<file path="src/rtl/sc_stream_decoder_if.sv">
// ----------------------------------------------------------------------------
// sc_stream_decoder_if
// Handshake bundle of the SC stream decoder: the serial beat input
// (in_valid/in_ready/in_bit/in_shift) and the decoded result output
// (out_valid/out_ready/out_data/out_ovf).
// The "slave" modport is the decoder side; "master" is the side that
// supplies beats and consumes results.
// ----------------------------------------------------------------------------
interface sc_stream_decoder_if #(
    parameter int SHIFT_WIDTH = 4,
    parameter int OUT_WIDTH   = 16
);
    logic                   in_valid;
    logic                   in_ready;
    logic                   in_bit;
    logic [SHIFT_WIDTH-1:0] in_shift;
    logic                   out_valid;
    logic                   out_ready;
    logic [OUT_WIDTH-1:0]   out_data;
    logic                   out_ovf;

    modport slave (
        input  in_valid,
        output in_ready,
        input  in_bit,
        input  in_shift,
        output out_valid,
        input  out_ready,
        output out_data,
        output out_ovf
    );

    modport master (
        output in_valid,
        input  in_ready,
        output in_bit,
        output in_shift,
        input  out_valid,
        output out_ready,
        input  out_data,
        input  out_ovf
    );
endinterface

</file>
<file path="src/rtl/sc_stream_decoder.sv">
// ----------------------------------------------------------------------------
// sc_stream_decoder
// Receive side of the stochastic-computing datapath. Counts ones over a frame
// of STREAM_LENGTH accepted beats, restores the binary scale by shifting the
// count left by the exponent captured on the first beat of the frame, and
// presents the saturated result on a valid/ready output.
//
// Build option: define SC_DEC_BIPOLAR_EN for bipolar decoding
// ((2*ones - STREAM_LENGTH) << shift, two's complement, signed saturation).
// Without it the decoder is unipolar (ones << shift, unsigned saturation).
// FSM, handshake and timing are the same in both builds.
// ----------------------------------------------------------------------------
module sc_stream_decoder #(
    parameter int DATA_WIDTH    = 8,
    parameter int STREAM_LENGTH = 16,
    parameter int CNT_WIDTH     = 5,
    parameter int SHIFT_WIDTH   = 4,
    parameter int OUT_WIDTH     = DATA_WIDTH << 1
) (
    input  logic                  clk,
    input  logic                  rst_n,
    input  logic                  sc_clr,
    sc_stream_decoder_if.slave    bus
);

    // Width of the shifted count before saturation (unipolar / bipolar).
    localparam int UNI_W = CNT_WIDTH + (1 << SHIFT_WIDTH) - 1;
    localparam int BIP_W = CNT_WIDTH + 1 + (1 << SHIFT_WIDTH) - 1;

    localparam logic [CNT_WIDTH-1:0] LAST_BEAT = CNT_WIDTH'(STREAM_LENGTH - 1);
    localparam logic [CNT_WIDTH:0]   SL_EXT    = (CNT_WIDTH + 1)'(STREAM_LENGTH);

    typedef enum logic [1:0] {
        ST_IDLE = 2'd0,
        ST_ACC  = 2'd1,
        ST_HOLD = 2'd2
    } state_e;

    // ------------------------------------------------------------------------
    // Decode helpers: return {ovf, data}.
    // ------------------------------------------------------------------------
    function automatic logic [OUT_WIDTH:0] decode_unipolar(
        input logic [CNT_WIDTH-1:0]   ones,
        input logic [SHIFT_WIDTH-1:0] sh
    );
        logic [UNI_W-1:0] val;
        logic [OUT_WIDTH:0] res;
        val = {{(UNI_W-CNT_WIDTH){1'b0}}, ones} << sh;
        if (|val[UNI_W-1:OUT_WIDTH]) begin
            res = {1'b1, {OUT_WIDTH{1'b1}}};
        end else begin
            res = {1'b0, val[OUT_WIDTH-1:0]};
        end
        return res;
    endfunction

    function automatic logic [OUT_WIDTH:0] decode_bipolar(
        input logic [CNT_WIDTH-1:0]   ones,
        input logic [SHIFT_WIDTH-1:0] sh
    );
        logic [CNT_WIDTH:0] base;
        logic [BIP_W-1:0]   val;
        logic               sign;
        logic [OUT_WIDTH:0] res;
        // 2*ones - STREAM_LENGTH always fits CNT_WIDTH+1 signed bits.
        base = {ones, 1'b0} - SL_EXT;
        val  = {{(BIP_W-CNT_WIDTH-1){base[CNT_WIDTH]}}, base} << sh;
        sign = val[BIP_W-1];
        // In range only if every bit above the output sign bit copies the sign.
        if (val[BIP_W-1:OUT_WIDTH-1] == {(BIP_W-OUT_WIDTH+1){sign}}) begin
            res = {1'b0, val[OUT_WIDTH-1:0]};
        end else if (sign) begin
            res = {1'b1, 1'b1, {(OUT_WIDTH-1){1'b0}}};
        end else begin
            res = {1'b1, 1'b0, {(OUT_WIDTH-1){1'b1}}};
        end
        return res;
    endfunction

    // ------------------------------------------------------------------------
    // State
    // ------------------------------------------------------------------------
    state_e                 state_q,     state_d;
    logic [CNT_WIDTH-1:0]   beat_cnt_q,  beat_cnt_d;
    logic [CNT_WIDTH-1:0]   ones_cnt_q,  ones_cnt_d;
    logic [SHIFT_WIDTH-1:0] shift_q,     shift_d;
    logic                   in_ready_q,  in_ready_d;
    logic                   out_valid_q, out_valid_d;
    logic [OUT_WIDTH-1:0]   out_data_q,  out_data_d;
    logic                   out_ovf_q,   out_ovf_d;

    logic                   accept_s;
    logic [CNT_WIDTH-1:0]   bit_ext_s;
    logic [CNT_WIDTH-1:0]   ones_final_s;
    logic [OUT_WIDTH:0]     result_s;

    // Final ones count including the beat on the bus, and its decoded value.
    always_comb begin
        accept_s     = bus.in_valid & in_ready_q;
        bit_ext_s    = {{(CNT_WIDTH-1){1'b0}}, bus.in_bit};
        ones_final_s = ones_cnt_q + bit_ext_s;
`ifdef SC_DEC_BIPOLAR_EN
        result_s     = decode_bipolar(ones_final_s, shift_q);
`else
        result_s     = decode_unipolar(ones_final_s, shift_q);
`endif
    end

    // Next-state logic of the frame FSM; sc_clr wins over any handshake.
    always_comb begin
        state_d     = state_q;
        beat_cnt_d  = beat_cnt_q;
        ones_cnt_d  = ones_cnt_q;
        shift_d     = shift_q;
        in_ready_d  = in_ready_q;
        out_valid_d = out_valid_q;
        out_data_d  = out_data_q;
        out_ovf_d   = out_ovf_q;

        if (sc_clr) begin
            state_d     = ST_IDLE;
            beat_cnt_d  = {CNT_WIDTH{1'b0}};
            ones_cnt_d  = {CNT_WIDTH{1'b0}};
            shift_d     = {SHIFT_WIDTH{1'b0}};
            in_ready_d  = 1'b1;
            out_valid_d = 1'b0;
            out_data_d  = {OUT_WIDTH{1'b0}};
            out_ovf_d   = 1'b0;
        end else begin
            case (state_q)
                ST_IDLE: begin
                    if (accept_s) begin
                        // First beat of a frame: the exponent is captured here only.
                        shift_d    = bus.in_shift;
                        ones_cnt_d = bit_ext_s;
                        beat_cnt_d = {{(CNT_WIDTH-1){1'b0}}, 1'b1};
                        state_d    = ST_ACC;
                    end else begin
                        state_d    = ST_IDLE;
                    end
                end
                ST_ACC: begin
                    if (accept_s) begin
                        if (beat_cnt_q == LAST_BEAT) begin
                            out_data_d  = result_s[OUT_WIDTH-1:0];
                            out_ovf_d   = result_s[OUT_WIDTH];
                            out_valid_d = 1'b1;
                            in_ready_d  = 1'b0;
                            beat_cnt_d  = {CNT_WIDTH{1'b0}};
                            ones_cnt_d  = {CNT_WIDTH{1'b0}};
                            state_d     = ST_HOLD;
                        end else begin
                            beat_cnt_d  = beat_cnt_q + {{(CNT_WIDTH-1){1'b0}}, 1'b1};
                            ones_cnt_d  = ones_final_s;
                            state_d     = ST_ACC;
                        end
                    end else begin
                        state_d = ST_ACC;
                    end
                end
                ST_HOLD: begin
                    if (bus.out_ready) begin
                        out_valid_d = 1'b0;
                        in_ready_d  = 1'b1;
                        state_d     = ST_IDLE;
                    end else begin
                        state_d     = ST_HOLD;
                    end
                end
                default: begin
                    state_d     = ST_IDLE;
                    beat_cnt_d  = {CNT_WIDTH{1'b0}};
                    ones_cnt_d  = {CNT_WIDTH{1'b0}};
                    shift_d     = {SHIFT_WIDTH{1'b0}};
                    in_ready_d  = 1'b1;
                    out_valid_d = 1'b0;
                    out_data_d  = {OUT_WIDTH{1'b0}};
                    out_ovf_d   = 1'b0;
                end
            endcase
        end
    end

    // State and registered outputs; async reset returns to an empty IDLE.
    always_ff @(posedge clk or negedge rst_n) begin
        if (!rst_n) begin
            state_q     <= ST_IDLE;
            beat_cnt_q  <= {CNT_WIDTH{1'b0}};
            ones_cnt_q  <= {CNT_WIDTH{1'b0}};
            shift_q     <= {SHIFT_WIDTH{1'b0}};
            in_ready_q  <= 1'b1;
            out_valid_q <= 1'b0;
            out_data_q  <= {OUT_WIDTH{1'b0}};
            out_ovf_q   <= 1'b0;
        end else begin
            state_q     <= state_d;
            beat_cnt_q  <= beat_cnt_d;
            ones_cnt_q  <= ones_cnt_d;
            shift_q     <= shift_d;
            in_ready_q  <= in_ready_d;
            out_valid_q <= out_valid_d;
            out_data_q  <= out_data_d;
            out_ovf_q   <= out_ovf_d;
        end
    end

    assign bus.in_ready  = in_ready_q;
    assign bus.out_valid = out_valid_q;
    assign bus.out_data  = out_data_q;
    assign bus.out_ovf   = out_ovf_q;

endmodule

</file>
<file path="src/flat_wrapper.sv">
// flat-port wrapper written by rule: the top's interface ports become plain ports
module sc_stream_decoder_flat 
#(
    parameter int DATA_WIDTH    = 8,
    parameter int STREAM_LENGTH = 16,
    parameter int CNT_WIDTH     = 5,
    parameter int SHIFT_WIDTH   = 4,
    parameter int OUT_WIDTH     = DATA_WIDTH << 1
)
  (clk, rst_n, sc_clr, bus_in_valid, bus_in_ready, bus_in_bit, bus_in_shift, bus_out_valid, bus_out_ready, bus_out_data, bus_out_ovf);
  sc_stream_decoder_if #(.SHIFT_WIDTH(SHIFT_WIDTH), .OUT_WIDTH(OUT_WIDTH)) bus_i ();
  input  logic clk;
  input  logic rst_n;
  input  logic sc_clr;
  input wire logic [$bits(bus_i.in_valid)-1:0] bus_in_valid;
  output wire logic [$bits(bus_i.in_ready)-1:0] bus_in_ready;
  input wire logic [$bits(bus_i.in_bit)-1:0] bus_in_bit;
  input wire logic [$bits(bus_i.in_shift)-1:0] bus_in_shift;
  output wire logic [$bits(bus_i.out_valid)-1:0] bus_out_valid;
  input wire logic [$bits(bus_i.out_ready)-1:0] bus_out_ready;
  output wire logic [$bits(bus_i.out_data)-1:0] bus_out_data;
  output wire logic [$bits(bus_i.out_ovf)-1:0] bus_out_ovf;
  assign bus_i.in_valid = bus_in_valid;
  assign bus_in_ready = bus_i.in_ready;
  assign bus_i.in_bit = bus_in_bit;
  assign bus_i.in_shift = bus_in_shift;
  assign bus_out_valid = bus_i.out_valid;
  assign bus_i.out_ready = bus_out_ready;
  assign bus_out_data = bus_i.out_data;
  assign bus_out_ovf = bus_i.out_ovf;
  sc_stream_decoder #(.DATA_WIDTH(DATA_WIDTH), .STREAM_LENGTH(STREAM_LENGTH), .CNT_WIDTH(CNT_WIDTH), .SHIFT_WIDTH(SHIFT_WIDTH), .OUT_WIDTH(OUT_WIDTH)) u_core (.clk(clk), .rst_n(rst_n), .sc_clr(sc_clr), .bus(bus_i));
endmodule
</file>
<file path="config.mk">
export PLATFORM = sky130hd
export DESIGN_NAME = sc_stream_decoder_flat
export DESIGN_NICKNAME = d
export VERILOG_FILES = /design/src/rtl/sc_stream_decoder_if.sv /design/src/rtl/sc_stream_decoder.sv /design/src/flat_wrapper.sv
export SDC_FILE = /design/constraint.sdc
export NUM_CORES = 1
export LEC_CHECK = 0
export ABC_AREA = 1
export CAP_MARGIN = 0
export CORE_MARGIN = 1.5
export CORE_UTILIZATION = 38
export DETAILED_ROUTE_END_ITERATION = 16
export GPL_ROUTABILITY_DRIVEN = 0
export GPL_TIMING_DRIVEN = 0
export PLACE_DENSITY_LB_ADDON = 0.15
export SLEW_MARGIN = 20
export SYNTH_ARGS = -nofsm -noshare
export SYNTH_HDL_FRONTEND = slang
export SYNTH_SLANG_ARGS = --single-unit
</file>
<file path="constraint.sdc">
create_clock -name clk -period 2.35 [get_ports clk]
set_clock_uncertainty 0.1 [all_clocks]
set_input_delay 0.3525 -clock clk [delete_from_list [all_inputs] [get_ports clk]]
set_output_delay 0.3525 -clock clk [all_outputs]
set_load 0.01 [all_outputs]
</file>
### After elaboration in Yosys (flattened, before gate mapping)

Index checks and enable logic that the tools add are counted.
Widths: inputs -> output; s select.

* register bits after elaboration: 35
* output and inout bits: 19
* input bits: 10
* word-level logic and storage cells: 69

* add/subtract/negate cells: 2
* shift-type cells: 1
* mux-type cells: 38
* equal/unequal tests: 11
* bitwise logic cells: 1
* reductions and logical operators: 8

Operators by type and width (count)
* $mux 16: 3
* $mux 5: 8
* $pmux 16 s2: 1
* $pmux 5 s3: 2
* $shl 5x4->20: 1
* $mux 17: 1
* $mux 1: 12
* $ne 3x2->1 const B: 3
* $mux 2: 4
* $mux 4: 2
* $pmux 4 s2: 1
* $pmux 1 s3: 2
* $pmux 2 s3: 1
* $reduce_and 3->1: 2
* $add 5x1->5: 1
* $add 5x1->5 const B: 1
* $eq 5x4->1 const B: 1
* $ne 2x1->1 const B: 2
* $ne 2x2->1 const B: 2
* $reduce_and 4->1: 1
* $reduce_or 2->1: 2
* $reduce_or 4->1: 1
* $ne 3x3->1 const B: 1
* $eq 2x1->1 const B: 1
* other kinds (5): 5

### Depth between registers and ports, before layout

Gate-level depths: netlist of the first run.

* word-level depth: 8
* mapped depth: 13
* mapped depth without buffers: 12

### Worst setup path before layout of the first run

Ideal clock, no wire load.

* kind: flip-flop to flip-flop
* start: register u_core.ones_cnt_q[0]
* end: register u_core.out_data_q[6], in the netlist u_core.bus.out_data[6]
* path buffers: 1
* data arrival time: 1.653 ns
* required time: 2.128 ns
* clock period less this slack: 1.875 ns
* setup time: 0.122 ns
* path slack: 0.475 ns
* stages on the path, launching flop included: 14
* cell sequence: dfrtp_1 ha_1 ha_1 nand3_1 nand2_2 nand2_2 nand2_1 nand3_1 nand2_1 nand2_2 nand3_2 nand2_4 buf_12 nand2_2

* cells in the longest elaborated chain, start to end: 8

RTL lines
* from (decl): RTL line sc_stream_decoder.sv:85 `logic [CNT_WIDTH-1:0] ones_cnt_q, ones_cnt_d;`
* from (signal assigned): RTL line sc_stream_decoder.sv:189 `ones_cnt_q <= {CNT_WIDTH{1'b0}};`
* from (signal assigned): RTL line sc_stream_decoder.sv:198 `ones_cnt_q <= ones_cnt_d;`
* $add 5x1->5 (*): RTL line sc_stream_decoder.sv:101 `ones_final_s = ones_cnt_q + bit_ext_s;`
* $shl 5x4->20 (*): RTL line sc_stream_decoder.sv:48 `val = {{(UNI_W-CNT_WIDTH){1'b0}}, ones} << sh;`
* $reduce_or 4->1: RTL line sc_stream_decoder.sv:49 `if (|val[UNI_W-1:OUT_WIDTH]) begin`
* $mux 17 (*): RTL line sc_stream_decoder.sv:49
* $mux 16 (*): RTL line sc_stream_decoder.sv:144 `if (beat_cnt_q == LAST_BEAT) begin`
* $mux 16 (*): RTL line sc_stream_decoder.sv:143 `if (accept_s) begin`
* $pmux 16 s2 (*): RTL line sc_stream_decoder.sv:130 `case (state_q)`
* $mux 16 (*): RTL line sc_stream_decoder.sv:120 `if (sc_clr) begin`
* to (signal assigned): RTL line sc_stream_decoder.sv:193 `out_data_q <= {OUT_WIDTH{1'b0}};`
* to (signal assigned): RTL line sc_stream_decoder.sv:202 `out_data_q <= out_data_d;`
* to (decl): RTL line sc_stream_decoder.sv:89 `logic [OUT_WIDTH-1:0] out_data_q, out_data_d;`

Every way passes the cells marked *; elsewhere a longest branch is shown, timed or not. The select of a mux whose other input is x is not followed.
A chain may end at the register's enable or synchronous reset.

### Worst setup path after layout of the first run

* start: register u_core.state_q[0]
* end: register u_core.ones_cnt_q[2]

* cells in the longest elaborated chain, start to end: 3
* elaborated cells on any way between the ends: 9
* those cells by class: eq/ne (5); mux (2); reduce/logical (2)

RTL lines
* from (decl): RTL line sc_stream_decoder.sv:83 `state_e state_q, state_d;`
* from (signal assigned): RTL line sc_stream_decoder.sv:196 `state_q <= state_d;`
* $eq 2x1->1, or another cell as far along: RTL line sc_stream_decoder.sv:130
* $ne 3x2->1 (no source line), or another cell as far along
* $reduce_and 3->1 (no source line) or $mux 5 (tied branches)

Several ways; a longest one is shown, not always the timed one.

==> results of run 1 <==
-- stage by stage --
stage	setup TNS (ns)	utilization	instances
2_1_floorplan	0	-	262
3_3_place_gp	-3.19	0.470	359
3_5_place_dp	-2.93	0.475	360
4_1_cts	0	0.494	368
5_1_grt	0	0.504	373
6_report	0	0.504	373
-- power by group through the flow --
stage,Combinational [mW],Clock [mW],Sequential [mW]
2_1_floorplan,0.180,0,0.666
3_3_place_gp,0.266,0,0.664
3_5_place_dp,0.272,0,0.666
4_1_cts,0.274,0.456,0.655
5_1_grt,0.320,0.489,0.660
6_report,0.275,0.442,0.657
-- Yosys cell counts (all sizes together) --
master	n
nand4	4
ha	7
o21ai	7
a21boi	3
a32oi	1
a211oi	3
o22ai	8
nand2	88
inv	34
a31oi	1
clkbuf	1
a22oi	3
nor3	1
nor2	19
a21oi	6
xor2	1
dfstp	1
dfrtp	34
nand3	33
o21a	2
buf	5
-- kinds of logic (layout without fill, tap and decap cells) --
kind of cell	count (synthesis)	in the layout	share of synthesized area
AOI/OAI and AO/OA	34	34	0.106
xor gates and xnor gates	1	1	0.00419
and+or+nand+nor	145	145	0.338
DFF	35	35	0.420
buffers and inverters	40	81	0.0910
adders and majority gates	7	7	0.0419
-- flip-flops by register name, indices dropped and copies added (netlist names) --
signal and count:
u_core.bus.in_ready 1, u_core.shift_q 4, u_core.bus.out_ovf 1, u_core.bus.out_data 16, u_core.state_q 2, u_core.beat_cnt_q 5
u_core.bus.out_valid 1, u_core.ones_cnt_q 5
-- worst max-delay path, delay by kind of cell (launching register included) --
kind                     cells  cell delay, ns
buffers and inverters        2            0.22
adder cells (fa/ha/maj)      1            0.26
AO/OA/AOI/OAI                2            0.46
flip-flops                   1            0.50
AND/OR/NAND/NOR              2            0.36
-- repair_timing --
item	CTS	global route
setup endpoints to repair	0	11
gates resized for setup	0	4
hold buffers	1	0
setup buffers	0	5
hold endpoints to repair	15	0
-- routing by layer --
metal	routed length [um]	part of all wire	track usage
met5	0	0	0
met4	44	0.0096	0.0545
met3	170	0.037	0.0393
met2	2000	0.44	0.264
met1	2360	0.52	0.250
-- cell type report --
class	count	area, sq um
inverters	34	128
repair buffers	34	343
flip-flops and latches	35	877
plain buffers	6	62.6
clock buffers	6	82.6
well taps	70	87.6
multi-input cells	187	1040
clock inverters	1	5.00
fillers	534	2580
-- worst max-delay path by stage --
| stage | from | end | depth (start not counted) |
|---|---|---|---|
| final | u_core.state_q[0]$_DFF_PN0_ | u_core.ones_cnt_q[2]$_DFFE_PN0P_ | 7 |
| after global routing | u_core.state_q[0]$_DFF_PN0_ | u_core.shift_q[2]$_DFFE_PN0P_ | 7 |
| after CTS | bus_in_bit | u_core.bus.out_data[6]$_DFFE_PN0P_ | 13 |
| after detailed placement | bus_in_bit | u_core.bus.out_data[6]$_DFFE_PN0P_ | 13 |
| after global placement | bus_in_bit | u_core.bus.out_data[6]$_DFFE_PN0P_ | 13 |
| after floorplan | u_core.ones_cnt_q[0]$_DFFE_PN0P_ | u_core.bus.out_data[6]$_DFFE_PN0P_ | 13 |
==> metrics, run 1 <==
Syn Nets=roughly 280; I/O pin total=29; Worst Tran Pin Value=between 0.5 and 0.6 ns; share of layout cells above drive strength 1=0.168; Comb power frac=0.200; switching part of the total=0.298; Initial Utilization=0.402; Net Sw Power=approximately 0.41 mW; CP max stage delay=about 0.5 ns; minimum clock period=2.00 ns; status=complete, no violations; Worst R2R End=u_core.ones_cnt_q[2]$_DFFE_PN0P_; gr ovfl total=0; core area=roughly 5200 sq um; HPWL Detailed=approximately 3500 um; die area=approximately 6000 sq um; dpl cell area=between 2000 and 2500 sq um; Max VDD drop=about 0.00035 V; clk sinks=35; largest net degree at the start of global routing=20; GRT Total Usage=0.175; vias in the first global route=~1800; maximum net fanout on the critical path=6; nets=320; htree depth=2; Fin. Hold Viols=0; Int Pwr=a little under 1 mW; Most common cell on crit path=inv_1; Yosys warnings=0; Die Y=77.2 um; Sequential Power Share=0.478; Worst Path Required=around 2.4 ns; Reg2Reg Depth=7; post-route setup slack=~0.35 ns; Max Cap Viol=0; design area=2620 sq um; DR vias=roughly 1800; share of the yosys chip area belonging to registers=0.420; Layout area overhead=25.5%; Num CTS Buffers=5; remaining antenna violation count=0; fin crit share=0.849; first-iteration detailed-routing DRC count=82; CTS tree=built; Core Rows=26; Mapped Cells=approximately 260; RSZ-0062 raised after global routing=no; HP Class=input pin to flip-flop; CTS Buffer Depth=2; first-pass GRT wire length=slightly above 8000 um; commonest cells after routing, fill and taps aside=71 x nand2_1, 34 x dfrtp_1, 32 x inv_1; Reg clk slew, reported paths=about 0.070 ns; synth unique cells=34; area share of the largest cell type after synthesis=0.407; P_leak=approximately 1.3 nW; final setup fails=0; most common cell after layout, fill and taps aside=nand2_1; drt via density=between 4 and 5; dominant cell type by area after synthesis=dfrtp_1; Clk pwr share=0.322; port buffer count=27; maximum operating frequency=0.501 GHz; Post-Route Hold Slack=around 0.24 ns; synth top area cells=dfrtp_1 41%, nand2_1 13%, nand3_1 7.2%, inv_1 5.7%, nand2_2 4.5%; First-pass DRT Iterations=4; #FFs+latches synth=35; synthesized area=2090 sq um; Setup crit start kind=flip-flop; # DRC=0; hold_sp=sc_clr; PnR Total Power=approximately 1.4 mW; Power Dens Cells=around 520 nW/um^2; routed len/inst=approximately 12 um; worst flop-to-flop path startpoint=u_core.state_q[0]$_DFF_PN0_; Slew HR=0.661; Critical Path End Type=flip-flop; CP max-delay cell=dfrtp_1; Worst-Skew Late Latency=roughly 0.28 ns; Max Transition Viols Final=0; Diodes inserted=0; Worst Hold Path Cells=2; die width=between 70 and 80 um; Root Driver=clkbuf_8; Arr. time, crit path=2.09 ns; crit path cell chain=inv_1 -> ha_1 -> inv_1 -> nor3_1 -> a211oi_2 -> nand3_1 -> o22ai_1; pre-CTS WS=-0.238 ns; CP Class=flip-flop to flip-flop; r2r setup slk=0.35 ns; Hold Path Sink=u_core.state_q[0]$_DFF_PN0_; WL final=roughly 4600 um; post-synthesis average cell area=between 7 and 8 sq um; antenna violations before repair=0
(Power assumes the default switching activity.)
==> run 2, diff against run 1 <==
==> constraint.sdc (replaced) <==
create_clock -name clk -period 1.8 [get_ports clk]
set_clock_uncertainty 0.1 [all_clocks]
set_input_delay 0.27 -clock clk [delete_from_list [all_inputs] [get_ports clk]]
set_output_delay 0.27 -clock clk [all_outputs]
set_load 0.01 [all_outputs]
==> run 2 against run 1 <==
Against the previous run: the run now ends with setup timing left; sequential cell count unchanged; sequential share of layout area is 2.7 points lower; global-route usage is essentially flat; die area is the same; worst setup slack got worse by 0.47 ns; non-clock buffer count up 9; final area increased by 9.0%; register-to-register slack lost 0.47 ns; utilization rose by 4.5 points; final cell count is 2.7% higher; count of clock-buffer cells in the layout increased by 1; via count rose by 4.0%; critical endpoint is now u_core.bus.out_data[7]$_DFFE_PN0P_.
==> metrics, run 2 (same netlist as run 1, synthesis figures left out) <==
most common cell after layout, fill and taps aside=nand2_1 (unchanged); Slew HR=0.669 (was 0.661); I/O pin total=29 (unchanged); worst flop-to-flop path startpoint=u_core.ones_cnt_q[0]$_DFFE_PN0P_ (was u_core.state_q[0]$_DFF_PN0_); maximum operating frequency=0.523 GHz (was 0.501 GHz); RSZ-0062 raised after global routing=yes (was no); Power Dens Cells=651 nW/um^2 (was 524 nW/um^2); antenna violations before repair=0 (unchanged); Worst Path Required=1.93 ns (was 2.44 ns); Most common cell on crit path=nand2_2 (was inv_1); minimum clock period=1.91 ns (was 2.00 ns); nets=329 (was 320); Num CTS Buffers=5 (unchanged); Core Rows=26 (unchanged); Die Y=77.2 um (unchanged); drt via density=4.87 (was 4.81); CTS Buffer Depth=2 (unchanged); core area=5200 sq um (unchanged); share of layout cells above drive strength 1=0.278 (was 0.168); Diodes inserted=0 (unchanged); # DRC=0 (unchanged); layout filler cell count=509 (was 534); routed len/inst=12.7 um (was 12.3 um); vias in the first global route=1822 (was 1778); WL final=4850 um (was 4580 um); Max VDD drop=0.000416 V (was 0.000353 V); Max Transition Viols Final=0 (unchanged); commonest cells after routing, fill and taps aside=62 x nand2_1, 33 x dfrtp_1, 29 x inv_1 (was 71 x nand2_1, 34 x dfrtp_1, 32 x inv_1); P_leak=1.38 nW (was 1.33 nW); CP max stage delay=0.41 ns (was 0.50 ns); Root Driver=clkbuf_8 (unchanged); Reg clk slew, reported paths=0.08 ns (was 0.07 ns); Post-Route Hold Slack=0.207 ns (was 0.240 ns); violated checks=setup timing; Post-Layout Cell Count=383 (was 373); die width=77.2 um (unchanged); Detail Route met3 WL=133 um (was 170 um); Arr. time, crit path=2.04 ns (was 2.09 ns); Top Metal Used=met4 (unchanged); remaining antenna violation count=0 (unchanged); pre-CTS WS=-0.622 ns (was -0.238 ns); status=finished, violations left (was complete, no violations); htree depth=2 (unchanged); crit path cell chain=ha_4 -> ha_4 -> nand4_1 -> nand2_2 -> nor2_4 -> nand2_2 -> nand2_2 -> nand2_2 -> nand3_2 -> nand2_4 -> buf_12 -> nand2_2 (was inv_1 -> ha_1 -> inv_1 -> nor3_1 -> a211oi_2 -> nand3_1 -> o22ai_1); clk sinks=35 (unchanged); met1 WL=2360 um (about the same); Initial Utilization=0.402 (unchanged); Fin. Hold Viols=0 (unchanged); Layout area overhead=36.7% (was 25.5%); CP Capture Point=u_core.bus.out_data[7]$_DFFE_PN0P_ (was u_core.ones_cnt_q[2]$_DFFE_PN0P_); die area=5960 sq um (unchanged); Setup crit start kind=flip-flop (unchanged); design area=2860 sq um (was 2620 sq um); Critical Path End Type=flip-flop (unchanged); first-pass GRT wire length=8340 um (was 8310 um); dpl cell area=2490 sq um (was 2470 sq um); crit path launch=u_core.ones_cnt_q[0]$_DFFE_PN0P_ (was u_core.state_q[0]$_DFF_PN0_); GRT Total Usage=0.176 (was 0.175); Reg2Reg Depth=12 (was 7); port buffer count=27 (unchanged); maximum net fanout on the critical path=10 (was 6); CTS tree=built (unchanged); setup_tns=-1.66 ns (was 0 ns); r2r setup slk=-0.11 ns (was 0.35 ns); max reg flops=16 (unchanged); first-iteration detailed-routing DRC count=71 (was 82); final setup fails=17 (was 0); Max Cap Viol=0 (unchanged); gr ovfl total=0 (unchanged); HPWL Detailed=3420 um (was 3460 um); CP max-delay cell=dfrtp_1 (unchanged); First-pass DRT Iterations=4 (unchanged); routed length on met2=2300 um (was 2000 um); placed instance count=360 (unchanged); largest net degree at the start of global routing=22 (was 20); HP Class=input pin to flip-flop (unchanged); Worst Tran Pin Value=0.497 ns (was 0.509 ns); PnR Total Power=1.86 mW (was 1.37 mW); CP Class=flip-flop to flip-flop (unchanged); DR vias=1866 (was 1794); Finished Core Util=0.549 (was 0.504); Worst R2R End=u_core.bus.out_data[7]$_DFFE_PN0P_ (was u_core.ones_cnt_q[2]$_DFFE_PN0P_); fin crit share=1.06 (was 0.849); post-route setup slack=-0.112 ns (was 0.354 ns); Worst-Skew Late Latency=0.29 ns (was 0.28 ns)
[run 2: changes by cell type in the layout (fill, tap and decap cells not counted), sizes merged]
cell          delta
clkbuf           +1
buf              +9
dlygate4sd2      +1
dlymetal6s2s     -1
[run 2: cell type report]
| cell class | instances | area (sq um) | share of cell area |
|---|---|---|---|
| Buffer | 6 | 65.1 | 0.0228 |
| Clock buffer | 7 | 76.3 | 0.0267 |
| Clock inverter | 1 | 5.00 | 0.00175 |
| Inverter | 34 | 128 | 0.0446 |
| Multi-Input combinational cell | 187 | 1210 | 0.423 |
| Sequential cell | 35 | 878 | 0.307 |
| Tap cell | 70 | 87.6 | 0.0306 |
| Timing Repair Buffer | 43 | 410 | 0.144 |
[run 2: metal layers]
layer / global-route usage / vias up
met3: 0.0333 / 4
met4: 0.0600 / 0
met5: 0 / -
met1: 0.241 / 877
met2: 0.277 / 31
li1: - / 954
[run 2: critical path: cells and delay by family (launching register included)]
family | cells | cell delay (ns)
DFF | 1 | 0.41
and+or+nand+nor | 9 | 0.81
adders and majority gates | 2 | 0.36
buffers and inverters | 1 | 0.16
[run 2: power breakdown]
part / internal, mW / switching, mW / leakage [nW]
clock: 0.272 / 0.287 / 0.0422
sequential: 0.823 / 0.0362 / 0.476
combinational: 0.182 / 0.261 / 0.859
[run 2: worst min-delay path by stage]
stage / cells after the start / startpoint / slack (ns) / endpoint
2_1_floorplan: 0 / rst_n / -0.13 / u_core.beat_cnt_q[0]$_DFFE_PN0P_
6_report: 2 / sc_clr / 0.21 / u_core.state_q[1]$_DFF_PN0_
3_3_place_gp: 2 / u_core.bus.out_ovf$_DFFE_PN0P_ / 0.37 / u_core.bus.out_ovf$_DFFE_PN0P_
5_1_grt: 2 / sc_clr / 0.22 / u_core.state_q[0]$_DFF_PN0_
3_5_place_dp: 1 / rst_n / 0.12 / u_core.beat_cnt_q[4]$_DFFE_PN0P_
4_1_cts: 2 / sc_clr / 0.17 / u_core.state_q[0]$_DFF_PN0_
[run 2: what timing repair did]
action / in CTS / in global routing
pin swaps: 4 / 4
endpoints found under the hold margin: 13 / 0
gates resized for setup: 20 / 22
hold buffers: 1 / 0
endpoints found under the setup margin: 31 / 31
buffers inserted: 10 / 4
==> run 3, diff against run 2 <==
--- a/config.mk
+++ b/config.mk
@@ -6,7 +6,7 @@
 export NUM_CORES = 1
 export LEC_CHECK = 0
 export ABC_AREA = 1
-export CAP_MARGIN = 0
+export CAP_MARGIN = 20
 export CORE_MARGIN = 1.5
 export CORE_UTILIZATION = 38
 export DETAILED_ROUTE_END_ITERATION = 16
==> results of run 3 <==
The final DEF is identical to that of run 2; final timing and power are the same.
